**config.mk**
```make
export PLATFORM = sky130hd
export DESIGN_NAME = instr_fetch_unit_flat
export DESIGN_NICKNAME = d
export VERILOG_FILES = /design/src/rtl/instr_fetch_unit_if.sv /design/src/rtl/instr_fetch_unit.sv /design/src/flat_wrapper.sv
export SDC_FILE = /design/constraint.sdc
export NUM_CORES = 1
export LEC_CHECK = 0
export CORE_MARGIN = 5
export CORE_UTILIZATION = 49
export DETAILED_ROUTE_END_ITERATION = 10
export PLACE_DENSITY_LB_ADDON = 0.05
export SLEW_MARGIN = 0
export SYNTH_ARGS = -nofsm -noshare
export SYNTH_HDL_FRONTEND = slang
export SYNTH_SLANG_ARGS = --single-unit
```
**constraint.sdc**
```tcl
create_clock -name clk -period 7.1 [get_ports clk]
set_input_delay 2.13 -clock clk [delete_from_list [all_inputs] [get_ports clk]]
set_output_delay 2.13 -clock clk [all_outputs]
set_load 0.005 [all_outputs]
```
**src/rtl/instr_fetch_unit_if.sv**
```systemverilog
// Fetch-unit bus bundle: instruction ROM port, redirect request and the
// decode-side valid/ready instruction stream.
interface instr_fetch_unit_if #(
    parameter int DEPTH = 2
) ();
    localparam int CW = $clog2(DEPTH) + 1;

    logic [31:0]   imem_addr;
    logic [31:0]   imem_data;
    logic          redirect_valid;
    logic [31:0]   redirect_pc;
    logic          instr_valid;
    logic          instr_ready;
    logic [31:0]   instr_data;
    logic [31:0]   instr_pc;
    logic          misalign_err;
    logic [CW-1:0] fifo_count;

    // fetch unit side
    modport master (
        output imem_addr, instr_valid, instr_data, instr_pc, misalign_err, fifo_count,
        input  imem_data, redirect_valid, redirect_pc, instr_ready
    );

    // ROM / decode / branch-unit side
    modport slave (
        input  imem_addr, instr_valid, instr_data, instr_pc, misalign_err, fifo_count,
        output imem_data, redirect_valid, redirect_pc, instr_ready
    );
endinterface

```
**src/rtl/instr_fetch_unit.sv**
```systemverilog
// Instruction fetch: drives a combinational ROM from the fetch PC and queues
// {word, pc} pairs in a small prefetch FIFO drained by decode. A redirect
// flushes the FIFO and restarts fetch at the (word-aligned) target.
module instr_fetch_unit #(
    parameter logic [31:0] RESET_PC = 32'h0000_0000,
    parameter int          DEPTH    = 2
) (
    input logic              clk,
    input logic              reset,
    instr_fetch_unit_if.master bus
);
    localparam int AW = $clog2(DEPTH);
    localparam int CW = AW + 1;

    logic [DEPTH-1:0][31:0] q_data;
    logic [DEPTH-1:0][31:0] q_pc;
    logic [AW-1:0]          rd_ptr;
    logic [AW-1:0]          wr_ptr;
    logic [CW-1:0]          count;
    logic [31:0]            pc;
    logic                   mis;
    logic                   valid;
    logic                   pop;
    logic                   push;

    // Handshake decode; a full FIFO still accepts a word when the head leaves.
    always_comb begin
        valid = (count != '0);
        pop   = valid & bus.instr_ready;
        push  = !bus.redirect_valid & ((count < CW'(DEPTH)) | pop);
    end

    // Fetch PC, FIFO pointers and occupancy; reset beats redirect beats push/pop.
    always_ff @(posedge clk) begin
        if (reset) begin
            pc     <= {RESET_PC[31:2], 2'b00};
            rd_ptr <= '0;
            wr_ptr <= '0;
            count  <= '0;
        end else if (bus.redirect_valid) begin
            pc     <= {bus.redirect_pc[31:2], 2'b00};
            rd_ptr <= '0;
            wr_ptr <= '0;
            count  <= '0;
        end else begin
            if (push) begin
                wr_ptr <= wr_ptr + 1'b1;
                pc     <= pc + 32'd4;
            end
            if (pop)
                rd_ptr <= rd_ptr + 1'b1;
            count <= count + CW'(push) - CW'(pop);
        end
    end

    // FIFO storage; contents are don't-care while unoccupied, so no reset.
    always_ff @(posedge clk) begin
        if (!reset && push) begin
            q_data[wr_ptr] <= bus.imem_data;
            q_pc[wr_ptr]   <= pc;
        end
    end

    // One-cycle flag for a redirect target that was not word aligned.
    always_ff @(posedge clk) begin
        if (reset)
            mis <= 1'b0;
        else
            mis <= bus.redirect_valid & (|bus.redirect_pc[1:0]);
    end

    assign bus.imem_addr    = pc;
    assign bus.instr_valid  = valid;
    assign bus.instr_data   = valid ? q_data[rd_ptr] : 32'h0;
    assign bus.instr_pc     = valid ? q_pc[rd_ptr]   : 32'h0;
    assign bus.misalign_err = mis;
    assign bus.fifo_count   = count;
endmodule

```
**src/flat_wrapper.sv**
```systemverilog
// flat-port wrapper written by rule: the top's interface ports become plain ports
module instr_fetch_unit_flat 
#(
    parameter logic [31:0] RESET_PC = 32'h0000_0000,
    parameter int          DEPTH    = 2
)
  (clk, reset, bus_imem_addr, bus_instr_valid, bus_instr_data, bus_instr_pc, bus_misalign_err, bus_fifo_count, bus_imem_data, bus_redirect_valid, bus_redirect_pc, bus_instr_ready);
  instr_fetch_unit_if #(.DEPTH(DEPTH)) bus_i ();
  input logic clk;
  input logic reset;
  output wire logic [$bits(bus_i.imem_addr)-1:0] bus_imem_addr;
  output wire logic [$bits(bus_i.instr_valid)-1:0] bus_instr_valid;
  output wire logic [$bits(bus_i.instr_data)-1:0] bus_instr_data;
  output wire logic [$bits(bus_i.instr_pc)-1:0] bus_instr_pc;
  output wire logic [$bits(bus_i.misalign_err)-1:0] bus_misalign_err;
  output wire logic [$bits(bus_i.fifo_count)-1:0] bus_fifo_count;
  input wire logic [$bits(bus_i.imem_data)-1:0] bus_imem_data;
  input wire logic [$bits(bus_i.redirect_valid)-1:0] bus_redirect_valid;
  input wire logic [$bits(bus_i.redirect_pc)-1:0] bus_redirect_pc;
  input wire logic [$bits(bus_i.instr_ready)-1:0] bus_instr_ready;
  assign bus_imem_addr = bus_i.imem_addr;
  assign bus_instr_valid = bus_i.instr_valid;
  assign bus_instr_data = bus_i.instr_data;
  assign bus_instr_pc = bus_i.instr_pc;
  assign bus_misalign_err = bus_i.misalign_err;
  assign bus_fifo_count = bus_i.fifo_count;
  assign bus_i.imem_data = bus_imem_data;
  assign bus_i.redirect_valid = bus_redirect_valid;
  assign bus_i.redirect_pc = bus_redirect_pc;
  assign bus_i.instr_ready = bus_instr_ready;
  instr_fetch_unit #(.RESET_PC(RESET_PC), .DEPTH(DEPTH)) u_core (.clk(clk), .reset(reset), .bus(bus_i));
endmodule
```
==> run_results.csv, run 1 <==
group,metric,value,unit
run_status,status,"finished, final reports clean",
synthesis,yosysUniqueCellTypes,62,
synthesis,synth_flop_cell,"edfxtp_1",
floorplan,dieArea,0.01638,mm^2
setup_path,cp.arrival,4.78,ns
synthesis,async_flop_share,0,%
cts,numClockSinks,159,
floorplan,ios,168,
run,cap_violations,0,
cts,ctsResizeCount,0,
floorplan,core-area,0.01377,mm^2
pwr,irDropWorstVdd,0.1455,mV
finish,multi_input_area,0.002183,mm^2
hold_path,hp-start,"u_core.bus.imem_addr[28]",
synthesis,syn_inst,533,
setup_path,crit_start,"bus_instr_ready",
placed_design,numPortBuffers,163,
floorplan,dieWidth,128.0,um
finish,final_common_cell,"clkdlybuf4s50_1",
global_routing,overflow,0,
floorplan,placementRows,43,
setup_path,path_class,"in2reg",
cts,ctsRootBufferMaster,"clkbuf_16",
drt,vias_per_cell,5.508,
setup_path,critPathRequiredTime,7.18,ns
pwr,p_sw,0.5360,mW
synthesis,ys_top_cells_by_area,"edfxtp_1 (55%), dfxtp_1 (10%), mux2i_1 (9.1%)",
synthesis,muxShareOfSynthArea,9.098,%
finish,nNetsFinal,761,
sta,post-route-min-period,4.698,ns
cts,clk_latency,0.42,ns
finish,num_antenna_cells,0,
synthesis,synth_fa_ha_area_share,0.3668,%
cts,cts_hold_buffers,0,
global_routing,grt_max_degree,64,
drt,drc,0,
pwr,p_int,1.692,mW
synthesis,yosysTopAreaCell,"edfxtp_1",
drt,wirelength,15.84,mm
setup_path,end_kind,"flip-flop",
setup_path,critPathMaxFanout,34,
sta,worst_pin_slew,1.115,ns
sta,finalCritPeriodShare,66.17,%
finish,regArea,0.004428,mm^2
floorplan,start_util,49.53,%
placed_design,place_hpwl,10.71,mm
pwr,fin_total_pwr,2.228,mW
sta,finalSetupTns,0,ns
drt,drtPass1Iterations,7,
synthesis,synth-simple-area-share,14.31,%
pwr,seq_power_share,49.0,%
cts,tritoncts,"yes",
sta,fin_hold_ws,0.5455,ns
global_routing,grt_pass1_wl,24.68,mm
sta,grt_setup_unrepaired,"no",
placed_design,dp_cells,852,
finish,fin_cells,884,
floorplan,die_h,128.0,um
synthesis,synthXorXnorAreaFrac,1.284,%
synthesis,synth-seq-cells,159,
cts,clk_pin_slew,0.06,ns
finish,drive_above_1_share,7.670,%
finish,syn_to_final_growth,34.04,%
synthesis,syn_area_per_cell,12.80,um^2
setup_path,cp-start-kind,"primary input",
setup_path,worstReg2RegStart,"u_core.bus.fifo_count[1]",
cts,cts_setup_buffers,0,
pwr,p_leak,3.015,nW
synthesis,netlist.area_leader.share,54.59,%
finish,most-common-layout-cells,"clkdlybuf4s50_1 (163), edfxtp_1 (124), nor2_1 (86)",
sta,setup_violations,0,
synthesis,synth_seq_area_share,64.86,%
drt,routedWlPerCell,17.92,um
drt,drt-initial-drc-count,376,
drt,dr_total_vias,4869,
pwr,power_density,243.6,mW/mm^2
cts,clockBufferDepth,2,
synthesis,yosysWarnings,0,
hold_path,hp-class,"reg2reg",
sta,maxSlewHeadroom,25.66,%
pwr,pwr-share-clk,38.5,%
synthesis,netlist_area,0.006822,mm^2
finish,fillers,1071,
cts,cts_buffers,17,
sta,clock.fmax,212.8,MHz
sta,final_hold_viol_count,0,
synthesis,synth_top_family_by_area,"simple AND/OR/NAND/NOR gates",
pwr,pwr-share-comb,12.5,%
drt,ant_nets,0,
sta,slew_violations,0,
synthesis,synth_compound_area_share,6.493,%
cts,h-tree-depth,4,
global_routing,grt_pass1_vias,4813,
global_routing,grt_usage,19.31,%
synthesis,synth_edf_count,124,
sta,final.setup_skew,0.007162,ns
placed_design,globalplace.congestion,0.8581,
global_routing,grt_antenna_before_repair,0,
pwr,swShare,24.06,%
finish,post-route-util,66.39,%
worst paths after layout:
check	to	slack, ns	depth (start not counted)
max reg2reg	u_core.q_data[37]	4.32	3
min reg2reg	u_core.q_pc[28]	0.55	0
max	u_core.q_data[37]	2.40	4
min	u_core.q_pc[28]	0.55	0
state kept, by name (all words and copies together) (netlist names):
| register | flops |
|---|---|
| u_core.bus.misalign_err | 1 |
| u_core.bus.fifo_count | 2 |
| u_core.wr_ptr | 1 |
| u_core.bus.imem_addr | 30 |
| u_core.q_pc | 60 |
| u_core.rd_ptr | 1 |
| u_core.q_data | 64 |
synthesized netlist by cell type, types with 4 or more instances:
cell,number
a311oi_1,7
a21oi_1,6
a211oi_1,9
mux2i_1,62
edfxtp_1,124
and4_1,5
nor2_1,88
inv_1,16
nand3_1,8
nor4_1,8
nand4_1,15
and3_1,6
o31a_1,4
and2_1,4
dfxtp_1,35
buf_1,4
nor3_1,7
xnor2_1,7
buf_4,4
o21ai_0,11
or3_1,5
clkbuf_1,20
nand2_1,20
critical path: stages:
cell,delay (ns)
clkdlybuf4s50_1,0.52
nand2b_1,0.72
and3_2,0.89
buf_4,0.50
per-layer routing:
| metal | track usage, % | vias to the layer above | share of wire, % |
|---|---|---|---|
| li1 | - | 2321 | - |
| met1 | 25.31 | 2364 | 43 |
| met2 | 32.26 | 169 | 50 |
| met3 | 5.083 | 15 | 6.1 |
| met4 | 4.744 | 0 | 0.88 |
| met5 | 0 | - | 0 |
final cells by class:
| cell class | count | share of cell area [%] |
|---|---|---|
| clock inverters | 13 | 1.122 |
| clock buffers | 19 | 5.077 |
| well taps | 180 | 2.463 |
| inverters | 17 | 0.6979 |
| repair buffers | 169 | 18.34 |
| multi-input cells | 327 | 23.88 |
| flip-flops and latches | 159 | 48.43 |
metrics by stage:
stage,area [um^2],worst slack [ns]
floorplan,6833,1.366
detailed placement,8577,1.921
global placement,8577,1.981
global route,9144,2.200
CTS,9144,2.359
finish,9144,2.402
power groups by stage:
| stage | clock [mW] | sequential, mW | combinational [mW] |
|---|---|---|---|
| after global routing | 0.913 | 1.10 | 0.304 |
| after CTS | 0.869 | 1.09 | 0.284 |
| after global placement | 0 | 1.11 | 0.278 |
| final | 0.857 | 1.09 | 0.279 |
| after floorplan | 0 | 1.09 | 0.122 |
| after detailed placement | 0 | 1.11 | 0.282 |
kinds of logic after synthesis:
logic type | count (synthesis)
AND/OR/NAND/NOR | 190
flip-flops | 159
multiplexers | 62
AO/OA/AOI/OAI | 59
buffers and inverters | 50
XOR/XNOR | 10
adder cells (fa/ha/maj) | 2
other | 1
Note: power is estimated with default switching activity, not from simulation.
==> run 2: changes to the inputs <==
--- a/config.mk
+++ b/config.mk
@@ -6,7 +6,7 @@
 export NUM_CORES = 1
 export LEC_CHECK = 0
 export CORE_MARGIN = 5
-export CORE_UTILIZATION = 49
+export CORE_UTILIZATION = 45
 export DETAILED_ROUTE_END_ITERATION = 10
 export PLACE_DENSITY_LB_ADDON = 0.05
 export SLEW_MARGIN = 0
==> constraint.sdc (replaced) <==
create_clock -name clk -period 4.2 [get_ports clk]
set_input_delay 1.26 -clock clk [delete_from_list [all_inputs] [get_ports clk]]
set_output_delay 1.26 -clock clk [all_outputs]
set_load 0.005 [all_outputs]
==> run_results.csv, run 2 (synthesized netlist as in run 1, its figures left out) <==
group,metric,value,unit
finish,multi_input_area,0.002183,mm^2
finish,regMostFlops,"u_core.q_data",
pwr,power_density,420.6,mW/mm^2
sta,post-route-min-period,3.595,ns
drt,drt-initial-drc-count,427,
placed_design,dp_slack,0.8508,ns
floorplan,dieWidth,133.1,um
drt,vias_per_cell,5.451,
cts,cts_setup_buffers,0,
floorplan,ios,168,
setup_path,path_class,"reg2out",
setup_path,cp_slowest_cell,"buf_4",
floorplan,dieArea,0.01772,mm^2
drt,drtPass1Iterations,5,
pwr,irDropWorstVdd,0.2635,mV
finish,regArea,0.004428,mm^2
finish,most-common-layout-cells,"clkdlybuf4s50_1 (163), edfxtp_1 (124), nor2_1 (86)",
cts,cts_hold_buffers,0,
finish,largest_reg_flops,64,
setup_path,cp-start-kind,"flip-flop",
cts,cts_buffers,17,
hold_path,hp-class,"reg2reg",
sta,maxSlewHeadroom,46.43,%
sta,final_hold_viol_count,0,
setup_path,crit_buf_inv,2,
pwr,pwr-share-comb,12.5,%
floorplan,start_util,45.38,%
floorplan,core-area,0.01503,mm^2
sta,grt_setup_unrepaired,"no",
pwr,swShare,21.78,%
floorplan,die_h,133.1,um
sta,slew_violations,0,
cts,numClockSinks,159,
setup_path,critPathMaxFanout,45,
drt,routedWlPerCell,17.99,um
sta,worst_pin_slew,0.7962,ns
cts,h-tree-depth,4,
setup_path,ff2ff_setup_slack,1.82,ns
global_routing,grt_max_degree,63,
setup_path,critPathRequiredTime,2.94,ns
global_routing,grt_usage,18.02,%
finish,nNetsFinal,767,
setup_path,crit_chain,"nor2_4 -> buf_4 -> nor2_1 -> clkdlybuf4s50_1",
cts,clk_latency,0.41,ns
finish,fillers,1205,
run_status,status,"finished, final reports clean",
global_routing,grt_pass1_wl,25.19,mm
pwr,p_leak,3.088,nW
finish,drive_above_1_share,8.028,%
setup_path,cp_top_family,"buffers and inverters",
pwr,p_int,3.059,mW
finish,postLayoutCellArea,0.009296,mm^2
placed_design,numPortBuffers,163,
drt,ant_nets,0,
pwr,seq_power_share,47.1,%
pwr,pwr-share-clk,40.4,%
drt,drc,0,
cts,ctsRootBufferMaster,"clkbuf_16",
setup_path,cp.arrival,2.33,ns
sta,finalSetupTns,0,ns
sta,clock.fmax,278.2,MHz
cts,clk_pin_slew,0.06,ns
sta,finalCritPeriodShare,85.60,%
sta,final.setup_skew,0.007343,ns
drt,dr_total_vias,4895,
run,cap_violations,0,
drt,wirelength,16.15,mm
pwr,p_sw,0.8516,mW
placed_design,place_hpwl,11.29,mm
setup_path,end_kind,"output pin",
sta,fin_ws,0.6050,ns
setup_path,slowest_delay,0.49,ns
global_routing,overflow,0,
global_routing,grt_pass1_vias,4810,
cts,ctsResizeCount,0,
finish,syn_to_final_growth,36.28,%
finish,final_common_cell,"clkdlybuf4s50_1",
finish,num_antenna_cells,0,
placed_design,globalplace.congestion,0.8422,
sta,setup_violations,0,
cts,clockBufferDepth,2,
global_routing,grt_antenna_before_repair,0,
placed_design,place_area,0.008682,mm^2
floorplan,placementRows,45,
cts,tritoncts,"yes",
## run 2: area by class of cell
class / instances / share of cell area [%]
well taps: 188 / 2.530
repair buffers: 175 / 19.06
multi-input cells: 327 / 23.49
inverters: 17 / 0.6864
flip-flops and latches: 159 / 47.63
clock buffers: 21 / 4.845
clock inverters: 11 / 1.763
## run 2: path summary, 6_finish.rpt
path / startpoint / end / cells past startpoint
setup / recovery: u_core.bus.fifo_count[1] / bus_instr_pc[4] / 4
hold / removal: u_core.bus.imem_addr[28] / u_core.q_pc[60] / 0
setup reg to reg: u_core.bus.imem_addr[3] / u_core.bus.imem_addr[22] / 5
hold reg to reg: u_core.bus.imem_addr[28] / u_core.q_pc[60] / 0
## run 2: power by group through the flow
stage / Sequential [mW] / Combinational (mW) / Clock, mW
after floorplan: 1.85 / 0.207 / 0
after global placement: 1.87 / 0.490 / 0
after detailed placement: 1.87 / 0.495 / 0
after CTS: 1.84 / 0.497 / 1.61
after global routing: 1.85 / 0.531 / 1.68
final: 1.84 / 0.489 / 1.58
## run 2: metal layers
metal / GRT usage (%) / up-vias / share of wire, %
met1: 24.44 / 2344 / 45
met2: 28.30 / 205 / 47
met3: 4.230 / 19 / 6.9
met5: 0 / - / 0
met4: 7.029 / 0 / 1.2
li1: - / 2327 / -
## run 2: through the flow
stage	util [%]	power, mW	std cells	hold WS (ns)
floorplan	-	2.056	536	0.4784
global placement	57.75	2.359	866	0.5313
CTS	61.84	3.942	898	0.5426
finish	61.84	3.910	898	0.5438
detailed placement	57.75	2.367	866	0.5298
global route	61.84	4.054	898	0.5569
==> run 3: changes to the inputs <==
--- a/config.mk
+++ b/config.mk
@@ -5,8 +5,10 @@
 export SDC_FILE = /design/constraint.sdc
 export NUM_CORES = 1
 export LEC_CHECK = 0
-export CORE_MARGIN = 5
-export CORE_UTILIZATION = 45
+export CELL_PAD_IN_SITES_DETAIL_PLACEMENT = 1
+export CELL_PAD_IN_SITES_GLOBAL_PLACEMENT = 1
+export CORE_MARGIN = 2
+export CORE_UTILIZATION = 35
 export DETAILED_ROUTE_END_ITERATION = 10
 export PLACE_DENSITY_LB_ADDON = 0.05
 export SLEW_MARGIN = 0
==> run_results.csv, run 3 (synthesized netlist as in run 1, its figures left out) <==
group,metric,value,unit
run_status,status,"finished, final reports clean",
pwr,p_int,2.925,mW
pwr,fin_total_pwr,3.829,mW
drt,drt-initial-drc-count,235,
placed_design,numPortBuffers,163,
setup_path,critPathRequiredTime,2.94,ns
floorplan,core-area,0.01927,mm^2
setup_path,r2r_end,"u_core.bus.imem_addr[22]",
sta,post-route-min-period,3.645,ns
cts,ctsResizeCount,0,
floorplan,start_util,35.40,%
setup_path,cp.arrival,2.39,ns
finish,drive_above_1_share,8.006,%
sta,finalSetupTns,0,ns
global_routing,grt_pass1_vias,5240,
placed_design,place_hpwl,12.87,mm
setup_path,ff2ff_setup_slack,1.65,ns
cts,clk_latency,0.43,ns
drt,dr_total_vias,4903,
sta,setup_violations,0,
floorplan,dieArea,0.02062,mm^2
pwr,p_sw,0.9045,mW
global_routing,overflow,0,
global_routing,grt_usage,18.78,%
finish,regArea,0.004428,mm^2
sta,finalCritPeriodShare,86.79,%
run,cap_violations,0,
drt,ant_nets,0,
finish,post-route-util,48.49,%
finish,final_common_cell,"clkdlybuf4s50_1",
sta,slew_violations,0,
sta,grt_setup_unrepaired,"no",
sta,maxSlewHeadroom,44.05,%
finish,fillers,1994,
finish,num_antenna_cells,0,
pwr,seq_power_share,48.2,%
sta,final.setup_skew,0.006805,ns
drt,drc,0,
sta,fin_hold_ws,0.5406,ns
cts,ctsRootBufferMaster,"clkbuf_16",
cts,tritoncts,"yes",
pwr,power_density,409.8,mW/mm^2
sta,clock.fmax,274.3,MHz
hold_path,hold_path_depth,0,
cts,h-tree-depth,4,
cts,numClockSinks,159,
drt,drtPass1Iterations,4,
floorplan,placementRows,51,
placed_design,globalplace.congestion,0.8011,
finish,syn_to_final_growth,37.00,%
setup_path,end_kind,"output pin",
pwr,pwr-share-comb,13.0,%
hold_path,hp-class,"reg2reg",
hold_path,hp-start,"u_core.bus.imem_addr[28]",
finish,regMostFlops,"u_core.q_data",
cts,cts_hold_buffers,0,
pwr,swShare,23.62,%
finish,nNetsFinal,769,
global_routing,grt_pass1_wl,29.17,mm
sta,final_hold_viol_count,0,
setup_path,cp-start-kind,"flip-flop",
sta,worst_pin_slew,0.8323,ns
cts,clk_pin_slew,0.06,ns
finish,most-common-layout-cells,"clkdlybuf4s50_1 (163), edfxtp_1 (124), nor2_1 (86)",
drt,vias_per_cell,5.018,
floorplan,dieWidth,143.6,um
global_routing,grt_antenna_before_repair,0,
setup_path,worstReg2RegStart,"u_core.bus.imem_addr[3]",
floorplan,ios,168,
drt,routedWlPerCell,18.92,um
pwr,pwr-share-clk,38.8,%
drt,wirelength,18.49,mm
setup_path,critPathMaxFanout,39,
global_routing,grt_max_degree,46,
cts,clockBufferDepth,2,
finish,multi_input_area,0.002187,mm^2
pwr,p_leak,3.052,nW
finish,largest_reg_flops,64,
cts,cts_setup_buffers,0,
setup_path,path_class,"reg2out",
pwr,irDropWorstVdd,0.2959,mV
floorplan,die_h,143.6,um
hold_path,min_to,"u_core.q_pc[28]",
cts,cts_buffers,17,
setup_path,ff2ff_path_depth,5,
==> run 3: area by class of cell <==
cell class,count,area share [%]
Multi-Input combinational cell,327,23.40
Clock inverter,10,1.245
Clock buffer,22,4.753
Inverter,17,0.6828
Tap cell,265,3.548
Timing Repair Buffer,177,18.99
Sequential cell,159,47.38
==> run 3: routing by layer <==
layer	part of all wire [%]	global-route usage [%]	vias to the layer above
met5	0	0	-
met4	0.90	5.676	0
met3	5.2	4.499	14
met2	49	31.20	141
met1	45	24.39	2419
li1	-	-	2329
==> run 3: how the worst max path moves through the flow <==
stage,start,end,slack [ns],cells after the start
after detailed placement,bus_instr_ready,u_core.bus.imem_addr[11],0.85,6
after floorplan,bus_instr_ready,u_core.q_data[32],0.33,4
final,u_core.rd_ptr,bus_instr_pc[18],0.55,4
after CTS,u_core.rd_ptr,bus_instr_pc[18],0.47,4
after global placement,bus_instr_ready,u_core.bus.imem_addr[13],0.89,6
after global routing,u_core.rd_ptr,bus_instr_pc[18],0.40,4
==> run 3: worst max-delay path: stages, from the launching register on <==
cell	delay, ns
dfxtp_4	0.84
buf_12	0.30
mux2i_1	0.11
nor2_1	0.17
clkdlybuf4s50_1	0.53
==> run 3: power groups by stage <==
stage          sequential (mW)  combinational (mW)  clock (mW)
2_1_floorplan             1.85               0.207           0
3_3_place_gp              1.87               0.497           0
3_5_place_dp              1.88               0.504           0
4_1_cts                   1.85               0.507        1.52
5_1_grt                   1.86               0.546        1.58
6_report                  1.85               0.497        1.49
==> run 3: metrics by stage <==
stage	instance area (um^2)	instances	worst slack, ns
after CTS	9345	977	0.4735
after detailed placement	8785	945	0.8478
after global routing	9345	977	0.3989
final	9345	977	0.5547
after floorplan	6835	536	0.3340
after global placement	8785	945	0.8876
